<file path="config.mk">
export PLATFORM = sky130hd
export DESIGN_NAME = mask_centroid
export DESIGN_NICKNAME = d
export VERILOG_FILES = /design/src/rtl/mask_centroid.sv
export SDC_FILE = /design/constraint.sdc
export NUM_CORES = 1
export LEC_CHECK = 0
export ABC_AREA = 1
export BUFFER_PORTS_ARGS = -buffer_cell sky130_fd_sc_hd__buf_2
export CORE_MARGIN = 2
export CORE_UTILIZATION = 63
export CTS_CLUSTER_SIZE = 40
export DETAILED_ROUTE_END_ITERATION = 10
export MAX_ROUTING_LAYER = met4
export PLACE_DENSITY = 0.91
export SYNTH_ARGS = -nofsm -noshare
export SYNTH_HDL_FRONTEND = slang
export SYNTH_SLANG_ARGS = --single-unit
</file>
<file path="constraint.sdc">
create_clock -name clk_in -period 8.23 [get_ports clk_in]
set_input_delay 0.823 -clock clk_in [delete_from_list [all_inputs] [get_ports clk_in]]
set_output_delay 0.823 -clock clk_in [all_outputs]
set_load 0.1 [all_outputs]
</file>
<file path="src/rtl/mask_centroid.sv">
// rtl/mask_centroid.sv - masked-pixel centroid over a frame via two serial 32-bit restoring dividers
// Optional bounding-box outputs when MASK_CENTROID_BBOX_EN is defined.
module mask_centroid #(
  parameter int MIN_COUNT = 16
) (
  input  logic        clk_in,
  input  logic        rst_in,
  input  logic [10:0] x_in,
  input  logic [9:0]  y_in,
  input  logic        valid_in,
  input  logic        tabulate_in,
  output logic [10:0] x_out,
  output logic [9:0]  y_out,
  output logic        valid_out,
  output logic        busy_out
`ifdef MASK_CENTROID_BBOX_EN
  ,
  output logic [10:0] xmin_out,
  output logic [10:0] xmax_out,
  output logic [9:0]  ymin_out,
  output logic [9:0]  ymax_out
`endif
);

  typedef enum logic [1:0] {ACCUM, DIVIDE, DONE} state_t;

  localparam logic [19:0] MIN_CNT = MIN_COUNT[19:0];

  state_t      state, state_nxt;
  logic [19:0] count, count_nxt;
  logic [31:0] sum_x, sum_y, sum_x_nxt, sum_y_nxt;
  logic        add, take;

  logic [19:0] divisor;
  logic [31:0] quo_x, quo_y;
  logic [19:0] rem_x, rem_y;
  logic [4:0]  iter;
  logic [20:0] shx, shy, dfx, dfy;
  logic        ge_x, ge_y;

  // The snapshot includes a pixel arriving on the tabulate cycle itself.
  assign add       = valid_in & ~(&count);
  assign count_nxt = count + {19'd0, add};
  assign sum_x_nxt = add ? sum_x + {21'd0, x_in} : sum_x;
  assign sum_y_nxt = add ? sum_y + {22'd0, y_in} : sum_y;
  assign take      = (state == ACCUM) && tabulate_in;
  assign busy_out  = (state != ACCUM);

  // One restoring step: shift in the next dividend bit, subtract if it fits.
  assign shx  = {rem_x, quo_x[31]};
  assign shy  = {rem_y, quo_y[31]};
  assign ge_x = (shx >= {1'b0, divisor});
  assign ge_y = (shy >= {1'b0, divisor});
  assign dfx  = ge_x ? shx - {1'b0, divisor} : shx;
  assign dfy  = ge_y ? shy - {1'b0, divisor} : shy;

  always_ff @(posedge clk_in or posedge rst_in) begin
    if (rst_in) state <= ACCUM;
    else        state <= state_nxt;
  end

  always_comb begin
    state_nxt = state;
    case (state)
      ACCUM:   if (take && (count_nxt >= MIN_CNT)) state_nxt = DIVIDE;
      DIVIDE:  if (iter == 5'd31) state_nxt = DONE;
      DONE:    state_nxt = ACCUM;
      default: state_nxt = ACCUM;
    endcase
  end

  always_ff @(posedge clk_in or posedge rst_in) begin
    if (rst_in) begin
      count <= '0;
      sum_x <= '0;
      sum_y <= '0;
    end else if (take) begin
      count <= '0;
      sum_x <= '0;
      sum_y <= '0;
    end else begin
      count <= count_nxt;
      sum_x <= sum_x_nxt;
      sum_y <= sum_y_nxt;
    end
  end

  always_ff @(posedge clk_in or posedge rst_in) begin
    if (rst_in) begin
      divisor <= '0;
      quo_x   <= '0;
      quo_y   <= '0;
      rem_x   <= '0;
      rem_y   <= '0;
      iter    <= '0;
    end else if (take) begin
      divisor <= count_nxt;
      quo_x   <= sum_x_nxt;
      quo_y   <= sum_y_nxt;
      rem_x   <= '0;
      rem_y   <= '0;
      iter    <= '0;
    end else if (state == DIVIDE) begin
      quo_x <= {quo_x[30:0], ge_x};
      quo_y <= {quo_y[30:0], ge_y};
      rem_x <= dfx[19:0];
      rem_y <= dfy[19:0];
      iter  <= iter + 5'd1;
    end
  end

  always_ff @(posedge clk_in or posedge rst_in) begin
    if (rst_in) begin
      x_out     <= '0;
      y_out     <= '0;
      valid_out <= 1'b0;
    end else begin
      valid_out <= (state == DONE);
      if (state == DONE) begin
        x_out <= quo_x[10:0];
        y_out <= quo_y[9:0];
      end
    end
  end

`ifdef MASK_CENTROID_BBOX_EN
  logic [10:0] xmin, xmax, xmin_nxt, xmax_nxt, bx_min, bx_max;
  logic [9:0]  ymin, ymax, ymin_nxt, ymax_nxt, by_min, by_max;

  assign xmin_nxt = (valid_in && x_in < xmin) ? x_in : xmin;
  assign xmax_nxt = (valid_in && x_in > xmax) ? x_in : xmax;
  assign ymin_nxt = (valid_in && y_in < ymin) ? y_in : ymin;
  assign ymax_nxt = (valid_in && y_in > ymax) ? y_in : ymax;

  always_ff @(posedge clk_in or posedge rst_in) begin
    if (rst_in) begin
      xmin <= '1;  xmax <= '0;  ymin <= '1;  ymax <= '0;
      bx_min <= '0; bx_max <= '0; by_min <= '0; by_max <= '0;
      xmin_out <= '0; xmax_out <= '0; ymin_out <= '0; ymax_out <= '0;
    end else begin
      if (take) begin
        bx_min <= xmin_nxt; bx_max <= xmax_nxt;
        by_min <= ymin_nxt; by_max <= ymax_nxt;
        xmin <= '1; xmax <= '0; ymin <= '1; ymax <= '0;
      end else begin
        xmin <= xmin_nxt; xmax <= xmax_nxt;
        ymin <= ymin_nxt; ymax <= ymax_nxt;
      end
      if (state == DONE) begin
        xmin_out <= bx_min; xmax_out <= bx_max;
        ymin_out <= by_min; ymax_out <= by_max;
      end
    end
  end
`endif

endmodule
</file>
==> metrics.yaml, run 1 <==
final_layout:
  layout_commonest_cell: "nand2_1"
  fill_cells: 1946
  nNetsFinal: 2243
  drive_gt1_frac: 0.0600
  design_area_sq_mm: 0.0165
  areaGrowthSynthToFinish_pct: 8.95
  final_cell_mix: "nand2_1, inv_1, dfrtp_1"
routing:
  drc: 0
  first_pass_iters: 6
  avgViaCountPerCell: 5.79
  via_count: 14400
  drt_iter0_markers: 1386
  routedWlPerCell_um: 16.8
  wl_mm: 41.8
  antenna_left: 0
clock_network:
  tritoncts: "done"
  cts_hold_buf: 0
  numCtsBuffers: 26
  postCtsResizedCells: 0
  clockBufferDepth: 3
  cts-root-buf: "clkbuf_16"
  cts.sinks: 237
  clk_latency_ns: 0.54
  h-tree-depth: 1
  post_cts_buffers: 0
  clk_pin_slew_ns: 0.06
timing:
  final.min_clock_period_ns: 3.88
  setup-tns-final_ns: 0
  hold_viol: 0
  fin_skew_ns: 0.0135
  clock.fmax_mhz: 258
  slew_viol_final: 0
  setup_viol: 0
  grt_setup_unrepaired: "false"
  whs_ns: 0.471
  worst_slew_pin_slew_ns: 1.04
  relSlewSlack: 0.306
  finalCritPeriodShare: 0.471
outcome:
  status: "complete, no violations"
synthesis:
  synth-edff-count: 0
  syn_nets: 2225
  ys_types: 46
  syn_avg_cell_area_sq_um: 7.09
  synth_flop_cell: "dfrtp_1"
  syn_inst: 2130
  async_reset_ff_frac: 1.00
  ys_warn_count: 0
  ys_seq_elements: 237
  seq_area_frac_synth: 0.393
  syn-cell-area_sq_mm: 0.0151
critical_path:
  required_ns: 8.65
  critPathKind: "reg -> reg"
  crit_arrival_ns: 4.30
  cp_max_fo: 72
  start_kind: "flop"
  critPathLaunch: "count[8]"
  end_kind: "flop"
  rr_startpoint: "count[8]"
global_routing:
  antenna_found_initial: 1
  grt_pass1_vias: 13900
  grt_usage: 0.340
  grt_pass1_wl_mm: 68.5
  grt_overflow: 0
  grt_max_degree: 129
job:
  maxCapViolCount: 0
die:
  start_util: 0.642
  core-area_sq_mm: 0.0235
  die_y_um: 159
  num_io_pins: 48
  die_x_um: 159
  die-area_sq_mm: 0.0252
  rows: 56
worst_hold_path:
  hold_path_class: "reg -> reg"
  hp-start: "x_out[7]"
pwr:
  power.leakage_nw: 8.29
  ir_worst_vdd_uv: 227
  p_per_area_mw_per_mm2: 434
place:
  dp_hpwl_mm: 29.2
  dpl_cell_area_sq_mm: 0.0155
  gp_congestion: 0.940
  port_buffers: 47
per-stage QoR:
step | worst slack (ns) | instances | total power [mW] | utilization
floorplan | 0.904 | 2130 | 4.81 | -
global placement | 4.42 | 2439 | 5.59 | 0.659
detailed placement | 4.28 | 2439 | 5.73 | 0.659
CTS | 4.44 | 2486 | 7.08 | 0.699
global route | 4.01 | 2487 | 7.74 | 0.699
finish | 4.35 | 2487 | 7.15 | 0.699
flip-flops by register name, summed over array words and instances (netlist names):
name / count
count: 20
divisor: 20
iter: 5
quo_x: 32
quo_y: 32
rem_x: 20
rem_y: 20
state: 2
sum_x: 32
sum_y: 32
valid_out: 1
x_out: 11
y_out: 10
where the power goes:
part | leakage (nW) | internal [mW] | switching, mW | total, mW
Sequential | 2.93 | 1.61 | 0.347 | 1.96
Clock | 0.468 | 0.793 | 0.501 | 1.29
Combinational | 4.90 | 1.35 | 2.55 | 3.90
cell type report:
cell class | instances | area [sq um] | area share
clock inverter | 14 | 209 | 0.0127
timing repair buffer | 55 | 295 | 0.0179
tap | 319 | 399 | 0.0242
sequential | 237 | 5930 | 0.360
multi-input combinational | 1581 | 7950 | 0.483
inverter | 247 | 940 | 0.0571
antenna | 1 | 2.50 | 0.000152
clock buffer | 33 | 738 | 0.0448
synthesized netlist by cell type, types with 3 or more instances:
cell      instances  area share
a21oi_1          64       0.021
a22oi_1          63       0.031
and2_1            8      0.0033
buf_1             4     0.00099
buf_2            12      0.0040
buf_4             4      0.0020
buf_6             6      0.0045
clkbuf_1         39      0.0097
dfrtp_1         237        0.39
fa_1              4      0.0053
ha_1             66       0.055
inv_1           244       0.061
nand2_1         674        0.17
nand2_2           7      0.0029
nand3_1         191       0.063
nand3b_1         15      0.0075
nand4_1          44       0.018
nor2_1          216       0.054
nor2_2            4      0.0017
nor3_1           23      0.0076
nor4_1            4      0.0017
o21ai_0         116       0.038
o21bai_1         11      0.0055
or2_0             4      0.0017
or2_2             3      0.0012
xnor2_1          21       0.012
xor2_1           16      0.0093
xor2_2            3      0.0032
logic make-up after synthesis:
| kind of cell | count (synthesis) | share of synthesized area |
|---|---|---|
| and+or+nand+nor | 1199 | 0.334 |
| adders and majority gates | 70 | 0.0600 |
| xor gates and xnor gates | 40 | 0.0247 |
| buffers and inverters | 312 | 0.0826 |
| muxes | 2 | 0.00132 |
| DFF | 237 | 0.393 |
| AOI/OAI and AO/OA | 270 | 0.105 |
path summary, 6_finish.rpt:
path | end | slack, ns | cells after the start
setup / recovery | state[0] | 4.35 | 22
hold / removal | x_out[7] | 0.47 | 2
setup reg to reg | state[0] | 4.35 | 22
hold reg to reg | x_out[7] | 0.47 | 2
max in group asynchronous | y_out[7] | 6.34 | 3
min in group asynchronous | rem_x[7] | 0.50 | 2
worst max-delay path, stage by stage (launching register included):
cell and delay, ns:
dfrtp_1 0.44, nand2_1 0.14, inv_1 0.07, nand3_1 0.10, inv_1 0.06, nand2_2 0.13, nand2_4 0.24, inv_4 0.60
ha_1 0.34, ha_1 0.22, inv_1 0.07, nor2_1 0.27, nand2_1 0.15, nand2_1 0.11, nand2_1 0.10, nor2_1 0.12
nand2_1 0.08, nor2_1 0.09, nand2_1 0.06, nor2_1 0.10, nand2_1 0.09, nand2_1 0.09, nand2_1 0.06
routing by layer:
| layer | vias to the layer above | GRT usage | share of wire |
|---|---|---|---|
| li1 | 6938 | - | - |
| met1 | 6766 | 0.431 | 0.41 |
| met2 | 585 | 0.540 | 0.47 |
| met3 | 111 | 0.0572 | 0.076 |
| met4 | 0 | 0.153 | 0.044 |
| met5 | - | - | 0 |
Note: power is estimated with default switching activity, not from simulation.
==> inputs of run 2 (changes only) <==
- clock period: 8.23 -> 3.7 ns (I/O delays scaled with it)
==> metrics.yaml, run 2 (synthesis results as in run 1) <==
global_routing:
  grt_overflow: 0
  grt_max_degree: 113
  grt_busiest_layer: "met2"
  grt_pass1_wl_mm: 68.3
  grt_usage: 0.336
  grtUsageMet2: 0.539
  met1_usage: 0.440
  grtUsageMet3: 0.0381
  antenna_found_initial: 0
  grt_pass1_vias: 13800
routing:
  drc: 0
  avgViaCountPerCell: 5.82
  routedWlPerCell_um: 16.5
  first_pass_iters: 6
  wl_mm: 41.2
  via_count: 14500
  antenna_left: 0
  drt_iter0_markers: 1388
final_layout:
  multi_input_area_sq_mm: 0.00795
  areaGrowthSynthToFinish_pct: 9.05
  layout_commonest_cell: "nand2_1"
  fill_cells: 1924
  diodes: 0
  design_area_sq_mm: 0.0165
  final_cell_mix: "nand2_1, inv_1, dfrtp_1"
  drive_gt1_frac: 0.0630
  seq_area_sq_mm: 0.00593
  nNetsFinal: 2251
  layout.cells.non_filler: 2493
timing:
  relSlewSlack: 0.190
  final.min_clock_period_ns: 2.79
  worst_slew_pin_slew_ns: 1.22
  fin_skew_ns: 0.0185
  hold_viol: 0
  clock.fmax_mhz: 358
  setup_viol: 0
  finalCritPeriodShare: 0.754
  slew_viol_final: 0
  setup-tns-final_ns: 0
  fin_ws_ns: 0.910
  grt_setup_unrepaired: "false"
die:
  core-area_sq_mm: 0.0235
  die_y_um: 159
  num_io_pins: 48
  die_x_um: 159
  start_util: 0.642
  die-area_sq_mm: 0.0252
  rows: 56
critical_path:
  cp_max_fo: 6
  critPathKind: "reg -> reg"
  end_kind: "flop"
  crit_arrival_ns: 3.21
  required_ns: 4.12
  start_kind: "flop"
clock_network:
  clk_latency_ns: 0.55
  cts-root-buf: "clkbuf_16"
  clockBufferDepth: 3
  clk_pin_slew_ns: 0.07
  post_cts_buffers: 0
  h-tree-depth: 1
  numCtsBuffers: 25
  tritoncts: "done"
  cts.sinks: 237
place:
  dp_worst_setup_slack_ns: 0.974
  dp_hpwl_mm: 29.1
  dpl_cell_area_sq_mm: 0.0156
  port_buffers: 47
  gp_congestion: 0.987
  post-place-cells: 2447
job:
  maxCapViolCount: 0
pwr:
  p_total_mw: 15.6
  p_per_area_mw_per_mm2: 948
  power.leakage_nw: 8.28
  ir_worst_vdd_uv: 568
outcome:
  status: "complete, no violations"
worst_hold_path:
  hold_path_class: "in -> reg"
[run 2: where the power goes]
group          leakage [nW]  switching (mW)  total, mW  internal [mW]
combinational          4.94            5.58       8.60           3.02
clock                 0.410            1.14       2.68           1.54
sequential             2.93           0.745       4.33           3.59
total                  8.28            7.46       15.6           8.16
[run 2: final timing paths]
kind	slack, ns	cells after the start	from	endpoint
worst min-delay path	0.28	4	y_in[0]	sum_y[0]
worst max-delay path	0.91	18	count[8]	state[0]
min in group asynchronous	0.31	3	rst_in	rem_x[3]
worst max register to register	0.91	18	count[8]	state[0]
worst min register to register	0.47	2	x_out[4]	x_out[4]
max in group asynchronous	2.53	4	rst_in	divisor[5]
[run 2: worst max-delay path: stages, from the launching register on]
cell and delay, ns:
dfrtp_1 0.43, nand2_1 0.12, inv_1 0.06, nand3_1 0.11, inv_1 0.06, nand2_2 0.10, nand2_4 0.06, inv_4 0.05
ha_1 0.18, ha_1 0.17, nand3_1 0.09, nor2_1 0.30, nand2_1 0.14, o21ai_0 0.29, nand4_1 0.18, nor2_1 0.13
nand2_1 0.06, nand2_1 0.05, nand2_1 0.07
[run 2: what timing repair did]
action	4_1_cts	5_1_grt
hold endpoints to repair	5	0
gates resized for setup	0	0
hold buffers	1	0
[run 2: through the flow]
stage               hold slack, ns  utilization
finish                       0.282        0.700
global route                 0.315        0.700
CTS                          0.269        0.700
detailed placement           0.320        0.662
global placement             0.314        0.662
floorplan                    0.449            -
[run 2: final cells by class]
type                       instances  area share
multi-input combinational       1581       0.482
sequential                       237       0.360
inverter                         247      0.0568
clock buffer                      26      0.0382
tap                              319      0.0242
timing repair buffer              64      0.0237
clock inverter                    19      0.0148
[run 2: layer usage]
metal	wire [um]	part of all wire
met5	0	0
met2	19300	0.47
met1	17000	0.41
met4	1790	0.043
met3	3080	0.075
==> inputs of run 3 (changes only) <==
- ABC_AREA: 1 -> 0
- clock period: 3.7 -> 2.8 ns (I/O delays scaled with it)
==> metrics.yaml, run 3 <==
outcome:
  status: "finished, violations left"
  violations: "negative setup slack"
critical_path:
  required_ns: 3.18
  crit_buf_inv: 1
  slowest_stage: "dfrtp_1"
  r2r_slack_ns: -0.07
  crit_arrival_ns: 3.26
  rr_startpoint: "count[7]"
  ff2ff_path_depth: 13
  critPathKind: "reg -> reg"
  start_kind: "flop"
  path_cells: "and3_4 -> and4_4 -> a21bo_4 -> inv_2 -> ha_4 -> ha_2 -> nand4_1 -> nor2_1 -> mux2i_1 -> o22ai_1 -> nand4_1 -> nor3_2 -> o22ai_1"
  max_stage_delay_ns: 0.44
  cp_top_family: "simple AND/OR/NAND/NOR gates"
  r2r-end: "state[0]"
  end_kind: "flop"
  cp_max_fo: 4
global_routing:
  grt_busiest_layer: "met2"
  grt_max_degree: 60
  grtUsageMet2: 0.559
  antenna_found_initial: 0
  grt_overflow: 0
  grt_pass1_wl_mm: 57.4
  met1_usage: 0.399
  grt_pass1_vias: 11500
  grtUsageMet3: 0.0549
  grt_usage: 0.329
clock_network:
  clockBufferDepth: 3
  clk_latency_ns: 0.56
  h-tree-depth: 1
  cts-root-buf: "clkbuf_16"
  cts.sinks: 237
  tritoncts: "done"
  clk_pin_slew_ns: 0.07
  numCtsBuffers: 26
die:
  start_util: 0.646
  num_io_pins: 48
  core-area_sq_mm: 0.0204
  die_y_um: 149
  rows: 52
  die-area_sq_mm: 0.0221
  die_x_um: 149
pwr:
  p_comb_frac: 0.510
  ir_worst_vdd_uv: 844
  pwr-share-seq: 0.289
  power.leakage_nw: 6.98
  p_per_area_mw_per_mm2: 1200
  switching_share: 0.422
  p_int_mw: 10.6
  p_total_mw: 18.4
  clkPwrFrac: 0.201
  p_switching_mw: 7.77
timing:
  whs_ns: 0.190
  finalCritPeriodShare: 1.03
  setup-tns-final_ns: -0.0742
  slew_viol_final: 0
  final.min_clock_period_ns: 2.87
  fin_ws_ns: -0.0742
  worst_slew_pin_slew_ns: 0.827
  hold_viol: 0
  fin_skew_ns: 0.0202
  clock.fmax_mhz: 348
  relSlewSlack: 0.447
  setup_viol: 1
synthesis:
  synthTopCellsByCount: "dfrtp_1, nor2_1, nand2_1"
  synth_flop_cell: "dfrtp_1"
  seq_area_frac_synth: 0.451
  syn_inst: 1361
  synth_most_common_cell: "dfrtp_1"
  ys_types: 70
  syn-cell-area_sq_mm: 0.0132
  netlist.area_leader.share: 0.451
  synth_area_leaders: "dfrtp_1, ha_1, nor2_1"
  syn_avg_cell_area_sq_um: 9.67
  synth-edff-count: 0
  synth.largest_area_cell: "dfrtp_1"
  syn_nets: 1456
  ys_seq_elements: 237
  async_reset_ff_frac: 1.00
  ys_warn_count: 0
job:
  maxCapViolCount: 0
worst_hold_path:
  hp-start: "tabulate_in"
  whs_path_depth: 3
  hold_path_class: "in -> reg"
  hold_path_end: "sum_x[20]"
place:
  post-place-cells: 1662
  port_buffers: 47
  dpl_cell_area_sq_mm: 0.0139
  dp_worst_setup_slack_ns: 0.00768
  gp_congestion: 0.944
  dp_hpwl_mm: 22.6
routing:
  antenna_left: 0
  wl_mm: 37.6
  first_pass_iters: 7
  drt_iter0_markers: 1331
  via_count: 11600
  avgViaCountPerCell: 6.73
  routedWlPerCell_um: 21.7
  drc: 0
final_layout:
  nNetsFinal: 1536
  fin_util: 0.751
  final_cell_mix: "dfrtp_1, nor2_1, nand2_1"
  diodes: 0
  design_area_sq_mm: 0.0153
  fill_cells: 1169
  multi_input_area_sq_mm: 0.00705
  drive_gt1_frac: 0.163
  seq_area_sq_mm: 0.00593
  areaGrowthSynthToFinish_pct: 16.3
  layout.cells.non_filler: 1730
  layout_commonest_cell: "dfrtp_1"
-- run 3: cell types whose count changed in the layout (fill, tap and decap cells not counted), moves of 20 or more --
cell	previous run	this run
inv_1	243	44
xnor2_1	21	58
nor2_1	215	142
xor2_1	16	46
nand2_1	674	108
buf_4	14	56
mux2i_1	2	40
a21o_1	1	21
mux2_2	0	21
o21ai_1	1	28
nand3_1	190	41
-- run 3: routing by layer --
| metal | part of all wire | vias up |
|---|---|---|
| met4 | 0.047 | 0 |
| met2 | 0.50 | 757 |
| met1 | 0.37 | 5667 |
| li1 | - | 5036 |
| met3 | 0.086 | 177 |
| met5 | 0 | - |
-- run 3: worst max path at each step --
stage / startpoint / to / cells past startpoint
after floorplan: rst_in / count[0] / 1
after global placement: divisor[0] / rem_x[16] / 10
after detailed placement: count[14] / state[0] / 12
after CTS: divisor[1] / rem_y[1] / 11
after global routing: count[7] / state[0] / 13
final: count[7] / state[0] / 13
-- run 3: cells by family after synthesis --
group / after synthesis / synth area share
compound gates: 354 / 0.173
xor+xnor: 107 / 0.0712
fa+ha+maj: 70 / 0.0689
buf+inv: 110 / 0.0347
flops: 237 / 0.451
mux: 62 / 0.0492
simple gates: 421 / 0.152
-- run 3: cell type report --
type	count	area share
tap	270	0.0221
clock inverter	12	0.0125
timing repair buffer	114	0.0567
multi-input combinational	1014	0.461
clock buffer	35	0.0480
inverter	48	0.0120
sequential	237	0.388
-- run 3: timing repair --
action	in CTS	in global routing
gates resized for setup	3	47
hold buffers	1	0
buffers inserted	0	17
pin swaps	1	17
setup endpoints to repair	2	39
cloned	0	3
endpoints found under the hold margin	25	0
-- run 3: worst reg2reg max path, stage by stage (launching register included) --
cell and delay (ns):
dfrtp_1 0.44, and3_4 0.22, and4_4 0.19, a21bo_4 0.22
inv_2 0.09, ha_4 0.16, ha_2 0.22, nand4_1 0.24
nor2_1 0.23, mux2i_1 0.16, o22ai_1 0.16, nand4_1 0.13
nor3_2 0.17, o22ai_1 0.09
-- run 3: power groups by stage --
stage	sequential, mW	clock, mW	combinational [mW]
after floorplan	5.03	0	6.40
after global placement	5.20	0	7.81
after detailed placement	5.25	0	8.22
after CTS	5.24	3.67	8.41
after global routing	5.39	3.84	10.1
final	5.32	3.70	9.39
